`src/rtl/arb_pkg.sv`:
```
`default_nettype none
// ============================================================================
//  Module      : arb_pkg
//  Description : Shared types, constants and helpers for the arbiter-side
//                packet multiplexer (port count, source index width, FSM
//                state encoding, one-hot helpers).
//  Revision    : 1.0 - initial release
// ============================================================================
package arb_pkg;

    localparam int N_PORT = 4;
    localparam int SRC_W  = 2;

    typedef enum logic [0:0] {
        ARB_IDLE = 1'b0,
        ARB_BUSY = 1'b1
    } arb_state_t;

    // Binary index of the set bit; only meaningful for one-hot input.
    function automatic logic [SRC_W-1:0] onehot2bin(input logic [N_PORT-1:0] g);
        logic [SRC_W-1:0] idx;
        idx = '0;
        for (int i = 0; i < N_PORT; i++) begin
            if (g[i]) idx = SRC_W'(i);
        end
        return idx;
    endfunction

    // True when exactly one bit is set.
    function automatic logic is_onehot(input logic [N_PORT-1:0] g);
        return (g != '0) && ((g & (g - N_PORT'(1))) == '0);
    endfunction

endpackage
`default_nettype wire

```
`src/rtl/arb_out_slice.sv`:
```
`default_nettype none
// ============================================================================
//  Module      : arb_out_slice
//  Description : One-deep valid/ready register slice. Holds its beat while
//                the consumer stalls and accepts a new beat in the same cycle
//                the current one drains.
//  Revision    : 1.0 - initial release
// ============================================================================
module arb_out_slice #(
    parameter int W = 35
) (
    input  logic         clk,
    input  logic         rstn,
    input  logic         in_valid,
    output logic         in_ready,
    input  logic [W-1:0] in_data,
    output logic         out_valid,
    input  logic         out_ready,
    output logic [W-1:0] out_data
);

    logic load;

    // Room exists when the slot is empty or its beat leaves this cycle.
    assign in_ready = !out_valid || out_ready;
    assign load     = in_valid && in_ready;

    // Valid flag: set on load, cleared when drained without a replacement.
    always_ff @(posedge clk or negedge rstn) begin
        if (!rstn) begin
            out_valid <= 1'b0;
        end else if (load) begin
            out_valid <= 1'b1;
        end else if (out_ready) begin
            out_valid <= 1'b0;
        end
    end

    // Payload register: only written on an accepted beat.
    always_ff @(posedge clk or negedge rstn) begin
        if (!rstn) begin
            out_data <= '0;
        end else if (load) begin
            out_data <= in_data;
        end
    end

endmodule
`default_nettype wire

```
`src/rtl/arb_pkt_mux.sv`:
```
`default_nettype none
// ============================================================================
//  Module      : arb_pkt_mux
//  Description : Packet-granular 4:1 mux behind a round-robin arbiter. Locks
//                onto the granted source and forwards its stream through a
//                one-deep output slice until the last beat, then releases.
//                Optional stall watchdog: define ARB_PKT_MUX_TIMEOUT_EN.
//  Revision    : 1.0 - initial release
// ============================================================================
module arb_pkt_mux
    import arb_pkg::*;
#(
    parameter int         DW     = 32,
    parameter logic [7:0] TO_CYC = 8'd255
) (
    input  logic                 clk,
    input  logic                 rstn,
    input  logic [N_PORT-1:0]    gnt,
    input  logic [N_PORT-1:0]    s_valid,
    input  logic [N_PORT*DW-1:0] s_data,
    input  logic [N_PORT-1:0]    s_last,
    output logic [N_PORT-1:0]    s_ready,
    output logic                 m_valid,
    output logic [DW-1:0]        m_data,
    output logic                 m_last,
    output logic [SRC_W-1:0]     m_src,
    input  logic                 m_ready,
    output logic                 busy,
    output logic                 err_gnt,
    output logic                 err_timeout
);

    localparam int SW = DW + 1 + SRC_W;

    arb_state_t       state_q, state_d;
    logic [SRC_W-1:0] sel_q, sel_d;
    logic             err_gnt_d;

    logic [DW-1:0]    src_data [N_PORT];
    logic             sel_valid;
    logic             sel_last;
    logic [DW-1:0]    sel_data;
    logic             slot_ready;
    logic             xfer;
    logic [SW-1:0]    slot_in;
    logic [SW-1:0]    slot_out;

    // Unpack the flat payload bus into one word per source.
    for (genvar i = 0; i < N_PORT; i++) begin : g_src
        assign src_data[i] = s_data[i*DW +: DW];
    end

    // Only the locked source's signals are ever looked at.
    assign sel_valid = s_valid[sel_q];
    assign sel_last  = s_last[sel_q];
    assign sel_data  = src_data[sel_q];

    assign busy = (state_q == ARB_BUSY);
    assign xfer = busy && sel_valid && slot_ready;

    // Ready goes only to the locked source, and only while the slice has room.
    always_comb begin
        s_ready = '0;
        if (busy) s_ready[sel_q] = slot_ready;
    end

    assign slot_in = {sel_last, sel_q, sel_data};

    arb_out_slice #(
        .W (SW)
    ) u_slice (
        .clk       (clk),
        .rstn      (rstn),
        .in_valid  (xfer),
        .in_ready  (slot_ready),
        .in_data   (slot_in),
        .out_valid (m_valid),
        .out_ready (m_ready),
        .out_data  (slot_out)
    );

    assign m_last = slot_out[SW-1];
    assign m_src  = slot_out[DW +: SRC_W];
    assign m_data = slot_out[DW-1:0];

`ifdef ARB_PKT_MUX_TIMEOUT_EN
    logic [7:0] cnt_q, cnt_d;
    logic       err_to_q, err_to_d;

    assign err_timeout = err_to_q;
`else
    // No watchdog: the lock is held for as long as the source stalls.
    assign err_timeout = 1'b0 & (|TO_CYC);
`endif

    // Lock FSM: grant capture, end-of-packet release, illegal-grant flagging.
    always_comb begin
        state_d   = state_q;
        sel_d     = sel_q;
        err_gnt_d = 1'b0;
`ifdef ARB_PKT_MUX_TIMEOUT_EN
        cnt_d     = cnt_q;
        err_to_d  = 1'b0;
`endif
        case (state_q)
            ARB_IDLE: begin
`ifdef ARB_PKT_MUX_TIMEOUT_EN
                cnt_d = '0;
`endif
                if (is_onehot(gnt)) begin
                    sel_d   = onehot2bin(gnt);
                    state_d = ARB_BUSY;
                end else if (gnt != '0) begin
                    err_gnt_d = 1'b1;
                end
            end
            ARB_BUSY: begin
                // The arbiter is masked by busy, so any grant here is a fault.
                if (gnt != '0) err_gnt_d = 1'b1;
                if (xfer && sel_last) state_d = ARB_IDLE;
`ifdef ARB_PKT_MUX_TIMEOUT_EN
                if (xfer) begin
                    cnt_d = '0;
                end else if (cnt_q + 8'd1 == TO_CYC) begin
                    // Force release; whatever sits in the slice still drains.
                    cnt_d    = '0;
                    state_d  = ARB_IDLE;
                    err_to_d = 1'b1;
                end else begin
                    cnt_d = cnt_q + 8'd1;
                end
`endif
            end
            default: state_d = ARB_IDLE;
        endcase
    end

    // State, selection and error-pulse registers.
    always_ff @(posedge clk or negedge rstn) begin
        if (!rstn) begin
            state_q <= ARB_IDLE;
            sel_q   <= '0;
            err_gnt <= 1'b0;
        end else begin
            state_q <= state_d;
            sel_q   <= sel_d;
            err_gnt <= err_gnt_d;
        end
    end

`ifdef ARB_PKT_MUX_TIMEOUT_EN
    // Stall counter and timeout pulse.
    always_ff @(posedge clk or negedge rstn) begin
        if (!rstn) begin
            cnt_q    <= '0;
            err_to_q <= 1'b0;
        end else begin
            cnt_q    <= cnt_d;
            err_to_q <= err_to_d;
        end
    end
`endif

endmodule
`default_nettype wire

```
`config.mk`:
```
export PLATFORM = sky130hd
export DESIGN_NAME = arb_pkt_mux
export DESIGN_NICKNAME = d
export VERILOG_FILES = /design/src/rtl/arb_pkg.sv /design/src/rtl/arb_out_slice.sv /design/src/rtl/arb_pkt_mux.sv
export SDC_FILE = /design/constraint.sdc
export NUM_CORES = 1
export LEC_CHECK = 0
export ABC_AREA = 1
export ABC_CLOCK_PERIOD_IN_PS = 4000
export CAP_MARGIN = 10
export CORE_MARGIN = 2
export CORE_UTILIZATION = 27
export CTS_CLUSTER_DIAMETER = 100
export DETAILED_ROUTE_END_ITERATION = 8
export PLACE_DENSITY = 0.7
export REMOVE_ABC_BUFFERS = 1
export SYNTH_ARGS = -nofsm -noshare
export SYNTH_HDL_FRONTEND = slang
export SYNTH_HIERARCHICAL = 1
export SYNTH_SLANG_ARGS = --single-unit
```
`constraint.sdc`:
```
create_clock -name clk -period 4 [get_ports clk]
set_clock_uncertainty 0.15 [all_clocks]
set_input_delay 0.8 -clock clk [delete_from_list [all_inputs] [get_ports clk]]
set_output_delay 0.8 -clock clk [all_outputs]
set_load 0.03 [all_outputs]
```
* Yosys cells after proc, flatten, opt, wreduce, memory -nomap -nowiden *
Index checks and enable logic that the tools add are counted.

storage, ports and cells
  output and inout bits = 43
  bits in registers = 40

cells by class
  add/sub/neg operators = 1
  reductions and logical operators = 12
  bitwise gates (word level) = 4
  $lt $le $gt $ge = 3
  multiplexer cells = 21

operator list
  operator                                              number
  binary-select mux 32 bit (select 2 bit)               1
  two-way mux 32 bit                                    2
  two-way mux 1 bit                                     10
  bitwise AND 4 bit                                     2
  logical AND 1 bit                                     6
  binary-select mux 1 bit (select 2 bit)                2
  zero test 4 bit                                       1
  two-way mux 2 bit                                     2
  two-way mux 4 bit                                     1
  case mux 1 bit (2 select lines)                       2
  nonzero test 4 bit                                    1
  subtractor 4 x 1 -> 4 bit (second input constant)     1
  >= comparator 3 bit (second input constant)           1
  < comparator 2 x 3 -> 1 bit (second input constant)   1
  inverter 2 -> 3 bit                                   1
  demux 1 bit (select 2 bit)                            1
  >= comparator 2 x 1 -> 1 bit (second input constant)  1
  AND reduction 2 bit                                   1
  nonzero test 2 bit                                    1
  zero test 1 bit                                       1
  logical OR 1 bit                                      1
  inverter 1 bit                                        1

* Depth between registers and ports, before layout *
  depth after elaboration = 7
  gate-level depth with buffers = 11
  mapped depth without buffers = 8

* Hierarchy *
Netlist, hierarchy kept.

modules (own cells, without submodules)
  module         seq. area each (sq um)  times used  area an instance (sq um)  cells each
  arb_out_slice  900.9                   1           1597.8                    156
  arb_pkt_mux    100.1                   1           1161.1                    208

* Least setup slack after synthesis *
OpenSTA, ideal clock, no wires.

  kind = input-to-output
  start = in m_ready
  end = out s_ready[0]
  arrival = 1.971 ns
  cell stages on the path = 6
  path slack = 1.079 ns
  required time = 3.050 ns
  path through = inv_1 -> nand2_4 -> buf_12 -> buf_12 -> nand2_1 -> nor3_1

on the way
  word-level cells in the longest chain between the ends = 3

ends and longest elaborated chain
  what                                line                 source
  from (decl)                         arb_pkt_mux.sv:27    input logic m_ready,
  logical OR 1 bit                    arb_out_slice.sv:25  assign in_ready = !out_valid || out_ready;
  net slot_ready                      arb_pkt_mux.sv:43    logic slot_ready;
  bitwise AND 4 bit (no source line)  --
  two-way mux 4 bit                   arb_pkt_mux.sv:64    if (busy) s_ready[sel_q] = slot_ready;
  to (decl)                           arb_pkt_mux.sv:22    output logic [N_PORT-1:0] s_ready,

The timed path passes the listed nets, and every way through them passes these cells.

* Worst setup path in the final report *
Ends and elaborated chain as after synthesis.

==> impl_metrics.json <==
{
  "relSlewSlack": 0.391,
  "cts_hold_buf": 0,
  "min-delay-start": "u_slice/out_data[15]",
  "comb_power_share": 0.661,
  "final_core_util": 0.476,
  "ir_drop_v": 0.000362,
  "synthTopCellsByCount": "118 x nand3_1, 94 x nand2_1, 40 x dfrtp_1",
  "syn_to_final_growth_pct": 70.1,
  "max_freq_mhz": 291,
  "antenna-diode-count": 0,
  "vias": 3287,
  "cts_buffer_depth": 2,
  "crit_family": "buffers and inverters",
  "swShare": 0.507,
  "crit_chain": "clkdlybuf4s50_1 -> inv_1 -> nand2_4 -> nand2_1 -> nor3_1 -> clkdlybuf4s50_1",
  "die_area_um2": 11000,
  "hold_depth": 2,
  "slowest_stage": "clkdlybuf4s50_1",
  "reg2reg_to": "u_slice/out_data[29]",
  "cts_buffers": 5,
  "cts.sink_count": 40,
  "r2r.worst_path.cells": 8,
  "synth_ff_type": "dfrtp_1",
  "hold_end": "u_slice/out_data[15]",
  "async_reset_ff_frac": 1.00,
  "slew_viol_final": 0,
  "status": "completed",
  "synth.distinct_cells": 24,
  "powerDensity_nw_per_um2": 687,
  "insertion_delay_ns": 0.29,
  "worstSetupPathType": "primary input to output port",
  "wl_per_cell_um": 15.3,
  "cp_data_arrival_time_ns": 2.49,
  "ys_seq_area_frac": 0.363,
  "timing.rr.start": "sel_q[0]",
  "cp-end-kind": "output port",
  "post-route-min-period_ns": 3.44,
  "grt_util_met1": 0.224,
  "hold_viol_final": 0,
  "syn_area_um2": 2760,
  "p_switching_w": 0.00163,
  "dp_cells": 654,
  "power_frac_seq": 0.238,
  "grt_use_total": 0.179,
  "firstDrtPassIters": 5,
  "hold_slack_ns": 0.322,
  "place_area_um2": 4580,
  "root_buffer": "clkbuf_8",
  "cp-start-kind": "primary input",
  "io_buffers": 184,
  "grt_max_degree": 44,
  "synth_area_leaders": "dfrtp_1 36%, nand3_1 21%, nand2_1 13%, a22oi_1 8.4%, nand3_2 6.5%",
  "initial_utilization": 0.280,
  "fin_cells": 662,
  "rsz0062_at_grt": "no",
  "synth_edf_count": 0,
  "cp_num_buf_inv": 3,
  "synth_top_area_share": 0.363,
  "final_cell_area_um2": 4690,
  "grt_pass1_vias": 3194,
  "avgSynthCellArea_um2": 7.58,
  "dp_hpwl_mm": 7.42,
  "critPathLaunch": "m_ready",
  "required_ns": 3.05,
  "grt_pass1_wl_mm": 16.0,
  "syn_inst": 364,
  "met3_usage": 0.0468,
  "fp.coreArea_um2": 9860,
  "post_cts_resized": 0,
  "max_stage_delay_ns": 0.71,
  "finalCritPeriodShare": 0.861,
  "clk_pin_slew_ns": 0.07,
  "cell_internal_pwr_w": 0.00159,
  "yosysMostFrequentCell": "nand3_1",
  "worstHoldPathType": "register to register",
  "finalSetupViolCount": 0,
  "yosys.area.top_type": "dfrtp_1",
  "chipHeight_um": 105,
  "cp_common_cell": "clkdlybuf4s50_1",
  "cts_tree": "yes",
  "dieWidth_um": 105,
  "clockPowerShare": 0.101,
  "antenna_found_initial": 0,
  "gp_congestion": 0.748,
  "route.antenna.remaining_nets": 0,
  "grt_overflow": 0,
  "drive_gt1_frac": 0.0794,
  "num-fill-cells": 944,
  "h-tree-depth": 2,
  "r2r_slack_ns": 1.09,
  "fin_nets": 671,
  "met2_usage": 0.312,
  "drt_iter0_drc": 170,
  "max_slew.worst_pin.slew_ns": 0.914,
  "post-route-drc-count": 0,
  "crit_fanout": 6,
  "ys_ff_latch": 40,
  "yosys_warnings": 6,
  "routed_wl_mm": 10.1,
  "max_cap_viol_count": 0,
  "grt.busiest_layer": "met2",
  "p_leak_nw": 2.02,
  "io_pins": 186,
  "via_per_inst": 4.97,
  "num_rows": 36,
  "post_cts_buffers": 0
}
==> layer usage <==
layer,wire [µm],up-vias
met3,862,8
met4,74,0
li1,-,1586
met2,4860,149
met1,4310,1544
met5,0,-
==> through the flow <==
| stage | setup TNS [ns] | total power, W | setup slack (ns) |
|---|---|---|---|
| after global routing | 0 | 0.00348 | 0.452 |
| after CTS | 0 | 0.00327 | 0.543 |
| after detailed placement | 0 | 0.00293 | 0.571 |
| final | 0 | 0.00322 | 0.558 |
| after floorplan | -20.93 | 0.00201 | -0.585 |
| after global placement | 0 | 0.00290 | 0.607 |
==> area by class of cell <==
cell class / instances / area, µm² / area share
timing repair buffer: 191 / 1890 / 0.403
multi-input combinational: 280 / 1490 / 0.317
sequential: 40 / 1000 / 0.214
tap: 133 / 166 / 0.0355
clock buffer: 6 / 72.6 / 0.0155
inverter: 10 / 37.5 / 0.00800
clock inverter: 2 / 35.0 / 0.00747
==> state kept, by name, summed over array words and instances, names as in the netlist <==
signal and cells:
sel_q 2, busy 1, err_gnt 1, u_slice/out_valid 1, u_slice/out_data 35
==> how the worst max path moves through the flow <==
stage	endpoint	depth (start not counted)
global placement	s_ready[1]	6
detailed placement	s_ready[0]	6
global route	s_ready[0]	6
finish	s_ready[0]	6
floorplan	u_slice/out_data[0]	5
CTS	s_ready[0]	6
==> cells by family after synthesis <==
kind of cell,Yosys count,share of synthesized area
AND/OR/NAND/NOR,242,0.435
AO/OA/AOI/OAI,37,0.0961
flip-flops,40,0.363
buffers and inverters,44,0.105
other,1,0.00136
==> power groups by stage <==
stage | sequential (W) | combinational [W] | clock, W
2_1_floorplan | 0.00112 | 0.000890 | 0
5_1_grt | 0.000798 | 0.00232 | 0.000362
3_5_place_dp | 0.000775 | 0.00216 | 0
3_3_place_gp | 0.000767 | 0.00213 | 0
4_1_cts | 0.000768 | 0.00216 | 0.000343
6_report | 0.000766 | 0.00213 | 0.000326
==> layout by cell type (no fill, tap or decap) <==
cell             instances
buf_2                    1
bufinv_16                1
a21oi_4                  1
clkbuf_8                 5
nand3_2                 18
nor2_4                   1
inv_2                    1
conb_1                   1
a21oi_1                  2
dfrtp_2                  2
buf_4                    7
nand3b_1                 1
inv_1                    9
nor2_1                   1
a21boi_0                 1
nand4_1                  1
nand3_1                118
dfrtp_1                 38
nand2_1                 94
clkinv_2                 1
o21ai_0                  2
clkbuf_1                 1
a22oi_1                 31
clkdlybuf4s50_1        183
nor2_2                   2
nor3_1                   4
nand2_4                  2
==> worst register-to-register path: stages (launching register included) <==
cell	delay [ns]
dfrtp_2	0.67
inv_2	0.35
buf_4	0.30
nor2_2	0.54
buf_4	0.38
a22oi_1	0.15
nand3_1	0.16
nand3_2	0.07
nand2_1	0.08
Power figures use the tool's default switching activity.
